File: src/rtl/video_pkg.sv
// Shared constants, FSM state type and helpers for the video frame checker.
package video_pkg;

  localparam logic [31:0] CRC32_POLY   = 32'h04C1_1DB7;
  localparam logic [31:0] CRC32_INIT   = 32'hFFFF_FFFF;
  localparam logic [31:0] CRC32_XOROUT = 32'hFFFF_FFFF;

  localparam int unsigned LCW = 16;

  typedef enum logic [1:0] {
    IDLE   = 2'd0,
    SYNC   = 2'd1,
    ACTIVE = 2'd2
  } state_t;

  // Counter increment that sticks at all-ones instead of wrapping.
  function automatic logic [LCW-1:0] sat_inc(input logic [LCW-1:0] v);
    return (&v) ? v : v + LCW'(1);
  endfunction

endpackage

File: src/rtl/video_crc32.sv
// CRC-32/BZIP2 accumulator: DW bits per cycle, MSB first, unrolled.
module video_crc32
  import video_pkg::*;
#(
  parameter int unsigned DW = 24
) (
  input  logic          clk,
  input  logic          rst,
  input  logic          clk_en,
  input  logic          clr,
  input  logic          en,
  input  logic [DW-1:0] dat,
  output logic [31:0]   crc
);

  logic [31:0] r_crc;

  function automatic logic [31:0] crc_step(input logic [31:0] c, input logic [DW-1:0] d);
    logic [31:0] v;
    v = c;
    for (int i = DW - 1; i >= 0; i--) begin
      v = {v[30:0], 1'b0} ^ (((v[31] ^ d[i]) == 1'b1) ? CRC32_POLY : 32'h0);
    end
    return v;
  endfunction

  // clr with en restarts the CRC and folds in this cycle's word in one step.
  always_ff @(posedge clk) begin
    if (rst) begin
      r_crc <= CRC32_INIT;
    end else if (clk_en) begin
      if (clr) begin
        r_crc <= en ? crc_step(CRC32_INIT, dat) : CRC32_INIT;
      end else if (en) begin
        r_crc <= crc_step(r_crc, dat);
      end
    end
  end

  assign crc = r_crc ^ CRC32_XOROUT;

endmodule

File: config.mk
export PLATFORM = sky130hd
export DESIGN_NAME = video_crc32
export DESIGN_NICKNAME = d
export VERILOG_FILES = /design/src/rtl/video_pkg.sv /design/src/rtl/video_crc32.sv
export SDC_FILE = /design/constraint.sdc
export NUM_CORES = 1
export LEC_CHECK = 0
export BUFFER_PORTS_ARGS = -buffer_cell sky130_fd_sc_hd__buf_2
export CAP_MARGIN = 40
export CORE_UTILIZATION = 50
export CTS_CLUSTER_SIZE = 10
export DETAILED_ROUTE_END_ITERATION = 16
export PLACE_DENSITY = 0.76
export SLEW_MARGIN = 20
export SYNTH_ARGS = -nofsm -noshare
export SYNTH_HDL_FRONTEND = slang
export SYNTH_SLANG_ARGS = --single-unit
File: constraint.sdc
create_clock -name clk -period 7.9 [get_ports clk]
set_input_delay 1.185 -clock clk [delete_from_list [all_inputs] [get_ports clk]]
set_output_delay 1.185 -clock clk [all_outputs]
set_load 0.03 [all_outputs]
==> results of run 1 <==
-- tightest hold or removal path: cells and delay by family, from the launching register on --
family / cells / cell delay (ns)
AOI/OAI and AO/OA: 2 / 0.13
DFF: 1 / 0.33
-- layer usage --
| metal | GRT usage [%] | part of all wire (%) | up-vias |
|---|---|---|---|
| met1 | 38.4 | 41 | 2108 |
| met3 | 2.65 | 7.4 | 33 |
| met4 | 11.0 | 3.4 | 0 |
| li1 | - | - | 1957 |
| met5 | 0 | 0 | - |
| met2 | 48.3 | 49 | 196 |
-- synth_stat cells --
master / instances / area, µm²
xnor3_2: 5 / 119
o221ai_1: 12 / 105
xor3_2: 1 / 25.0
o211ai_1: 12 / 90.1
a221o_1: 2 / 20.0
xnor2_1: 207 / 1810
xnor3_1: 51 / 1150
xor3_4: 1 / 27.5
inv_1: 34 / 128
a311o_1: 1 / 10.0
o21a_1: 2 / 15.0
o21ai_2: 1 / 8.76
and3_1: 1 / 6.26
nand2_1: 10 / 37.5
nor2_1: 5 / 18.8
and2_1: 3 / 18.8
o21ai_1: 4 / 20.0
buf_6: 2 / 22.5
clkbuf_1: 17 / 63.8
nor3_1: 1 / 5.00
xor3_1: 14 / 333
xnor2_2: 18 / 293
xor2_2: 1 / 16.3
o32a_1: 1 / 10.0
xor2_4: 2 / 55.1
buf_2: 8 / 40.0
a21o_1: 1 / 7.51
a211oi_1: 1 / 7.51
o221a_2: 2 / 22.5
o31ai_1: 1 / 7.51
a31oi_1: 1 / 6.26
xnor2_4: 4 / 110
xor2_1: 68 / 596
buf_4: 2 / 15.0
a22oi_1: 2 / 15.0
a2bb2oi_1: 1 / 8.76
dfxtp_1: 32 / 641
o22ai_1: 8 / 50.1
a21oi_1: 14 / 70.1
or2_2: 2 / 12.5
o21ai_0: 15 / 75.1
-- final cells by class --
| class | count | area (µm²) | area share, % |
|---|---|---|---|
| multi-input combinational | 475 | 5180 | 78.4 |
| sequential | 32 | 641 | 9.69 |
| timing repair buffer | 62 | 315 | 4.77 |
| tap | 143 | 179 | 2.71 |
| inverter | 34 | 128 | 1.93 |
| clock buffer | 5 | 125 | 1.89 |
| clock inverter | 3 | 42.5 | 0.643 |
-- kinds of logic (layout without fill, tap and decap cells) --
logic type	count (synthesis)	count (layout)
xor gates and xnor gates	372	372
AOI/OAI and AO/OA	81	81
buffers and inverters	63	104
DFF	32	32
and+or+nand+nor	22	22
-- through the flow --
| stage | hold WS, ns | util, % | std cells |
|---|---|---|---|
| floorplan | 0.457 | - | 570 |
| global placement | 0.474 | 55.3 | 746 |
| detailed placement | 0.492 | 55.3 | 746 |
| CTS | 0.505 | 56.7 | 754 |
| global route | 0.533 | 56.7 | 754 |
| finish | 0.500 | 56.7 | 754 |
-- how the worst min path moves through the flow --
| stage | startpoint | endpoint | slack (ns) | cells after the start |
|---|---|---|---|---|
| 2_1_floorplan | r_crc[6]$_SDFFE_PP1P_ | r_crc[6]$_SDFFE_PP1P_ | 0.46 | 2 |
| 3_3_place_gp | r_crc[6]$_SDFFE_PP1P_ | r_crc[6]$_SDFFE_PP1P_ | 0.47 | 2 |
| 3_5_place_dp | r_crc[6]$_SDFFE_PP1P_ | r_crc[6]$_SDFFE_PP1P_ | 0.49 | 2 |
| 4_1_cts | r_crc[6]$_SDFFE_PP1P_ | r_crc[6]$_SDFFE_PP1P_ | 0.50 | 2 |
| 5_1_grt | r_crc[6]$_SDFFE_PP1P_ | r_crc[6]$_SDFFE_PP1P_ | 0.53 | 2 |
| 6_report | r_crc[6]$_SDFFE_PP1P_ | r_crc[6]$_SDFFE_PP1P_ | 0.50 | 2 |
==> run metrics, run 1 <==
status complete, no violations; Fmax 223 MHz; Num Clock Sinks 32; largest family of logic cells by synthesized area XOR/XNOR gates; clock slew at reported path FFs 0.06 ns; post-cts repair resize count 0; Placed Area 6450 µm²; Final Hold Vio Count 0; simple-gate share of the synthesized area 1.62%; detailed-route via count 4294; layout cell share with drive strength beyond 1 17.5%; most common cell after layout, fill and taps aside xnor2_1; total grt overflow 0; crit start category input port; Compound-Gate Fraction of Synth Area 9.01%; Area Overhead vs Synth 8.54%; vias per cell 5.69; RR Startpoint r_crc[26]$_SDFFE_PP1P_; Port-buffer cells 60; crit path capture r_crc[10]$_SDFFE_PP1P_; Num CTS Buffers 5; setup_tns 0 ns; reg2reg setup slack 4.13 ns; hold_buf cts 0; Cell Chain, Critical Path buf_2, xnor2_2, xnor3_1, xor2_1, xor3_4, xor3_2, xnor3_1, a211oi_1, o21ai_1; placer congestion estimate 1.02; Setup crit start dat[21]; Pre-Repair DR Iteration Count 5; Worst path slowest cell xor3_4; htree depth 2; Slew @ Worst Pin 0.855 ns; post-synthesis xor/xnor area fraction 74.4%; Crit. path cell count 9; register area share after synthesis 10.5%; final number of max-transition violations 0; DP HPWL 14.6 mm; total of max-cap violations 0; FF-to-FF End r_crc[10]$_SDFFE_PP1P_; CP Class in -> reg; Critical Path AT 4.61 ns; Setup-failing EPs final 0; Post-CTS Setup Bufs 0; PnR worst setup slack 3.42 ns; #FFs+latches synth 32; Yosys cell types 41; Routed WL 17.6 mm; CTS Buffer Depth 2; num ports 61; DRC 0; full die area 12600 µm²; Final Critical Period 4.48 ns; Syn Area/Cell 10.7 µm²; critical path's top delay family XOR/XNOR gates; Core Region 11700 µm²; post-synthesis mux area share 0%; Yosys Warn Count 0; largest net degree at the start of global routing 43; total track usage 28.7%; RSZ-0062 raised after global routing no; Syn Nets 599; pre-CTS setup slack 3.16 ns; Adder-Cell Fraction of Synth Area 0%; Reg2Reg Depth 8; clk_lat worst skew 0.29 ns; CTS tree built; vias in the first global route 4298; fin crit share 56.7%; Setup Skew 0.00524 ns; CP required 8.04 ns; initial core utilization 52.2%; commonest non-fill, non-tap cells in the layout 207 x xnor2_1, 68 x xor2_1, 60 x buf_2, 51 x xnor3_1, 34 x inv_1; Max Fanout on Critical Path 9; Die W 112 µm; Top Registers r_crc: 32 flops; Rel. slew slack 43.0%; Initial DRC Count 456; Largest Register r_crc; fill cell count 1007; cell mode on critical path xnor3_1; Worst Setup End Kind register; worst hold path type reg -> reg; initial antenna violation count 0; Nets 639; Detail Route Antenna Nets 0; first-pass GRT wire length 26.7 mm; # diodes 0; root buf cell clkbuf_16; max reg flops 32; num rows 39; Post-Synthesis Cells 570; slowest cell delay on critical path 0.57 ns; Worst Path Buf+Inv 1; cell area after synthesis 6090 µm²; Die Height 112 µm; WL per Instance 23.3 µm; cell area after layout 6610 µm²
Power of run 1 is left out: the tool's default activity adds up to more than one toggle a clock period on the data nets, which glitch-free logic cannot reach.
==> run 2, diff against run 1 <==
--- a/config.mk
+++ b/config.mk
@@ -10,7 +10,7 @@
 export CORE_UTILIZATION = 50
 export CTS_CLUSTER_SIZE = 10
 export DETAILED_ROUTE_END_ITERATION = 16
-export PLACE_DENSITY = 0.76
+export PLACE_DENSITY = 0.79
 export SLEW_MARGIN = 20
 export SYNTH_ARGS = -nofsm -noshare
 export SYNTH_HDL_FRONTEND = slang
==> constraint.sdc (replaced) <==
create_clock -name clk -period 3.7 [get_ports clk]
set_input_delay 0.555 -clock clk [delete_from_list [all_inputs] [get_ports clk]]
set_output_delay 0.555 -clock clk [all_outputs]
set_load 0.03 [all_outputs]
==> run metrics, run 2 (synthesized netlist as in run 1, its figures left out) <==
status complete, no violations (unchanged); htree depth 2 (unchanged); max reg flops 32 (unchanged); CTS Buffer Depth 2 (unchanged); slowest cell delay on critical path 0.60 ns (was 0.57 ns); Critical Path AT 3.50 ns (was 4.61 ns); clk_lat worst skew 0.29 ns (about the same); Port-buffer cells 60 (unchanged); Pre-Repair DR Iteration Count 5 (unchanged); # diodes 0 (unchanged); initial core utilization 52.2% (unchanged); Num CTS Buffers 5 (unchanged); Worst Path Buf+Inv 0 (was 1); Nets 688 (was 639); root buf cell clkbuf_16 (unchanged); total track usage 29.6% (was 28.7%); placed cells 795 (was 746); initial antenna violation count 0 (unchanged); total of max-cap violations 0 (unchanged); num rows 39 (unchanged); fin crit share 91.3%; Worst Setup End Kind register (unchanged); Rel. slew slack 47.6% (was 43.0%); cell mode on critical path xnor2_1 (was xnor3_1); Die Height 112 µm (unchanged); DRC 0 (unchanged); Die W 112 µm (unchanged); Num Clock Sinks 32 (unchanged); CTS tree built (unchanged); DP HPWL 15.2 mm (was 14.6 mm); CP required 3.83 ns (was 8.04 ns); layout cell share with drive strength beyond 1 23.5% (was 17.5%); cell area after layout 6980 µm² (was 6610 µm²); busiest grt layer met2 (unchanged); Routed WL 18.2 mm (was 17.6 mm); num ports 61 (unchanged); Core Region 11700 µm² (unchanged); Largest Register r_crc (unchanged); commonest non-fill, non-tap cells in the layout 207 x xnor2_1, 68 x xor2_1, 60 x buf_2, 51 x xnor3_1, 51 x buf_4 (was 207 x xnor2_1, 68 x xor2_1, 60 x buf_2, 51 x xnor3_1, 34 x inv_1); Worst path slowest cell xnor2_1 (was xor3_4); Setup-failing EPs final 0 (unchanged); Cell Chain, Critical Path xor2_4, xnor2_1, xnor2_1, xor3_1, xnor2_1, xnor3_1, o221ai_1, o211ai_1 (was buf_2, xnor2_2, xnor3_1, xor2_1, xor3_4, xor3_2, xnor3_1, a211oi_1, o21ai_1); total grt overflow 0 (unchanged); Final Hold Vio Count 0 (unchanged); placer congestion estimate 0.948 (was 1.02); Placed Area 6810 µm² (was 6450 µm²); Final Critical Period 3.38 ns; RSZ-0062 raised after global routing no (unchanged); Area Overhead vs Synth 14.5% (was 8.54%); clock slew at reported path FFs 0.06 ns (about the same); most common cell after layout, fill and taps aside xnor2_1 (unchanged); Top Registers r_crc: 32 flops (unchanged); hold_buf cts 0 (unchanged); met2 Track Usage GR 52.0% (was 48.3%); Max Fanout on Critical Path 5 (was 9); vias in the first global route 4493 (was 4298); setup_tns 0 ns (unchanged); WL per Instance 22.7 µm (was 23.3 µm); Setup Skew 0.00460 ns (was 0.00524 ns); largest net degree at the start of global routing 30 (was 43); Initial DRC Count 474 (was 456); post-cts repair resize count 0 (unchanged); met3 usage 1.78% (was 2.65%); Slew @ Worst Pin 0.786 ns (was 0.855 ns); CP Class reg -> reg (was in -> reg); crit start category register (was input port); vias per cell 5.59 (was 5.69); full die area 12600 µm² (unchanged); met1 Use GR 38.5% (was 38.4%); non-filler cells, final 803 (was 754); Detail Route Antenna Nets 0 (unchanged); first-pass GRT wire length 27.3 mm (was 26.7 mm); critical path's top delay family XOR/XNOR gates (unchanged); Fmax 296 MHz; final number of max-transition violations 0 (unchanged); Post-CTS Setup Bufs 0 (unchanged); worst hold path type reg -> reg (unchanged); detailed-route via count 4491 (was 4294)
## run 2: cell type report
cell class	instances	area (µm²)
clock buffer	6	129
clock inverter	2	35.0
fill	948	4680
inverter	34	128
multi-input combinational	475	5180
sequential	32	641
tap	143	179
timing repair buffer	111	683
## run 2: metrics by stage
| stage | setup slack (ns) | utilization (%) | hold WS (ns) |
|---|---|---|---|
| final | 0.321 | 59.8 | 0.519 |
| after global routing | 0.159 | 59.8 | 0.533 |
| after CTS | 0.313 | 59.8 | 0.512 |
| after detailed placement | 0.0530 | 58.4 | 0.497 |
| after global placement | 0.121 | 58.4 | 0.485 |
| after floorplan | 0.203 | - | 0.457 |
## run 2: routing by layer
metal  part of all wire [%]  routed length [µm]
met3                    6.5                1190
met2                     49                8970
met1                     41                7400
met5                      0                   0
met4                    3.5                 640
## run 2: path summary, 6_finish.rpt
check / slack, ns / to / cells after the start / start
hold / removal: 0.52 / r_crc[1]$_SDFFE_PP1P_ / 1 / r_crc[1]$_SDFFE_PP1P_
hold reg to reg: 0.52 / r_crc[1]$_SDFFE_PP1P_ / 1 / r_crc[1]$_SDFFE_PP1P_
setup reg to reg: 0.32 / r_crc[17]$_SDFFE_PP1P_ / 8 / r_crc[27]$_SDFFE_PP1P_
setup / recovery: 0.32 / r_crc[17]$_SDFFE_PP1P_ / 8 / r_crc[27]$_SDFFE_PP1P_
Power of run 2 is left out for the same reason.
==> run 3, diff against run 2 <==
--- a/config.mk
+++ b/config.mk
@@ -5,12 +5,15 @@
 export SDC_FILE = /design/constraint.sdc
 export NUM_CORES = 1
 export LEC_CHECK = 0
-export BUFFER_PORTS_ARGS = -buffer_cell sky130_fd_sc_hd__buf_2
+export BUFFER_PORTS_ARGS = -buffer_cell sky130_fd_sc_hd__buf_4
 export CAP_MARGIN = 40
-export CORE_UTILIZATION = 50
+export CELL_PAD_IN_SITES_DETAIL_PLACEMENT = 1
+export CELL_PAD_IN_SITES_GLOBAL_PLACEMENT = 1
+export CORE_MARGIN = 2
+export CORE_UTILIZATION = 44
 export CTS_CLUSTER_SIZE = 10
 export DETAILED_ROUTE_END_ITERATION = 16
-export PLACE_DENSITY = 0.79
+export PLACE_DENSITY = 0.86
 export SLEW_MARGIN = 20
 export SYNTH_ARGS = -nofsm -noshare
 export SYNTH_HDL_FRONTEND = slang
==> run metrics, run 3 (synthesized netlist as in run 1, its figures left out) <==
Hold Path Sink r_crc[6]$_SDFFE_PP1P_ (was r_crc[1]$_SDFFE_PP1P_); num rows 43 (was 39); commonest non-fill, non-tap cells in the layout 205 x xnor2_1, 111 x buf_4, 67 x xor2_1, 51 x xnor3_1, 34 x inv_1 (was 207 x xnor2_1, 68 x xor2_1, 60 x buf_2, 51 x xnor3_1, 51 x buf_4); clock slew at reported path FFs 0.06 ns (about the same); first-pass GRT wire length 32.2 mm (was 27.3 mm); fin crit share 97.6% (was 91.3%); max reg flops 32 (unchanged); initial antenna violation count 0 (unchanged); Worst Setup End Kind register (unchanged); WL per Instance 26.0 µm (was 22.7 µm); Routed WL 21.9 mm (was 18.2 mm); Core Region 13700 µm² (was 11700 µm²); Die Height 122 µm (was 112 µm); Final Critical Period 3.61 ns (was 3.38 ns); Largest Register r_crc (unchanged); total grt overflow 0 (unchanged); reg2reg setup slack 0.09 ns (was 0.32 ns); layout cell share with drive strength beyond 1 23.9% (was 23.5%); crit start category register (unchanged); DRC 0 (unchanged); htree depth 2 (unchanged); vias in the first global route 4976 (was 4493); placed cells 832 (was 795); final number of max-transition violations 0 (unchanged); CTS tree built (unchanged); Slew @ Worst Pin 0.797 ns (was 0.786 ns); CTS Buffer Depth 2 (unchanged); initial core utilization 44.4% (was 52.2%); Top Registers r_crc: 32 flops (unchanged); total track usage 30.2% (was 29.6%); hold_buf cts 0 (unchanged); RR Startpoint r_crc[30]$_SDFFE_PP1P_ (was r_crc[27]$_SDFFE_PP1P_); Num CTS Buffers 5 (unchanged); Initial DRC Count 465 (was 474); Post-CTS Setup Bufs 0 (unchanged); num ports 61 (unchanged); Cell Chain, Critical Path xor2_1, xnor3_1, xor2_2, xor3_4, buf_4, xnor2_4, xnor3_1, o22ai_1, o21ai_1 (was xor2_4, xnor2_1, xnor2_1, xor3_1, xnor2_1, xnor3_1, o221ai_1, o211ai_1); Max Fanout on Critical Path 4 (was 5); Rel. slew slack 46.8% (was 47.6%); status complete, no violations (unchanged); Worst path slowest cell xnor3_1 (was xnor2_1); clk_lat worst skew 0.29 ns (about the same); worst hold path type reg -> reg (unchanged); slowest cell delay on critical path 0.58 ns (was 0.60 ns); cell mode on critical path xnor3_1 (was xnor2_1); Final Hold Vio Count 0 (unchanged); full die area 14800 µm² (was 12600 µm²); fill cell count 1526 (was 948); Setup-failing EPs final 0 (unchanged); DP HPWL 18.1 mm (was 15.2 mm); largest net degree at the start of global routing 30 (unchanged); non-filler cells, final 840 (was 803); placer congestion estimate 0.988 (was 0.948); Area Overhead vs Synth 18.3% (was 14.5%); Util after Layout 52.5% (was 59.8%); total of max-cap violations 0 (unchanged); Die W 122 µm (was 112 µm); Critical Path AT 3.78 ns (was 3.50 ns); CP required 3.87 ns (was 3.83 ns); Num Clock Sinks 32 (unchanged); Reg2Reg Depth 9 (was 8); FF-to-FF End r_crc[25]$_SDFFE_PP1P_ (was r_crc[17]$_SDFFE_PP1P_); hold path start r_crc[6]$_SDFFE_PP1P_ (was r_crc[1]$_SDFFE_PP1P_); Fmax 277 MHz (was 296 MHz); post-cts repair resize count 0 (unchanged); Nets 688 (unchanged); Pre-Repair DR Iteration Count 7 (was 5); root buf cell clkbuf_16 (unchanged); Hold Path Cell Cnt 2 (was 1); Setup Skew 0.00552 ns (was 0.00460 ns); most common cell after layout, fill and taps aside xnor2_1 (unchanged); Port-buffer cells 60 (unchanged); Detail Route Antenna Nets 0 (unchanged); vias per cell 5.54 (was 5.59); CP Class reg -> reg (unchanged); # diodes 0 (unchanged); detailed-route via count 4654 (was 4491)
==> run 3: final cells by class <==
cell class                 count  area (µm²)  share of cell area [%]
clock buffer                   6         129                    1.79
inverter                      34         128                    1.77
sequential                    32         641                    8.89
tap                          180         225                    3.12
multi-input combinational    475        5220                    72.4
timing repair buffer         111         833                    11.6
clock inverter                 2        35.0                   0.486
==> run 3: per-stage QoR <==
stage / hold WS [ns] / area, µm² / setup WS [ns] / setup TNS, ns
finish: 0.505 / 7210 / 0.0874 / 0
global route: 0.538 / 7210 / -0.0181 / -0.0181
CTS: 0.510 / 7170 / 0.0787 / 0
detailed placement: 0.497 / 7010 / -0.122 / -0.420
global placement: 0.476 / 7010 / 0.00960 / 0
floorplan: 0.457 / 6090 / 0.203 / 0
==> run 3: per-layer routing <==
layer	global-route usage, %	up-vias	wire (µm)
met4	11.9	0	909
met3	3.14	61	1320
li1	-	2056	-
met1	36.8	2308	8400
met2	54.5	229	11200
met5	0	-	0
==> run 3: worst max path at each step <==
stage | from | end | slack (ns) | depth (start not counted)
finish | r_crc[30]$_SDFFE_PP1P_ | r_crc[25]$_SDFFE_PP1P_ | 0.09 | 9
detailed placement | dat[22] | r_crc[3]$_SDFFE_PP1P_ | -0.12 | 10
CTS | r_crc[30]$_SDFFE_PP1P_ | r_crc[3]$_SDFFE_PP1P_ | 0.08 | 9
global route | r_crc[27]$_SDFFE_PP1P_ | r_crc[13]$_SDFFE_PP1P_ | -0.02 | 8
floorplan | dat[23] | r_crc[10]$_SDFFE_PP1P_ | 0.20 | 9
global placement | dat[22] | r_crc[25]$_SDFFE_PP1P_ | 0.01 | 10
==> run 3: critical path, delay by kind of cell, from the launching register on <==
| kind | cells | cell delay [ns] |
|---|---|---|
| buf+inv | 1 | 0.20 |
| xor+xnor | 6 | 2.53 |
| compound gates | 2 | 0.29 |
| flops | 1 | 0.47 |
Power of run 3 is left out for the same reason.
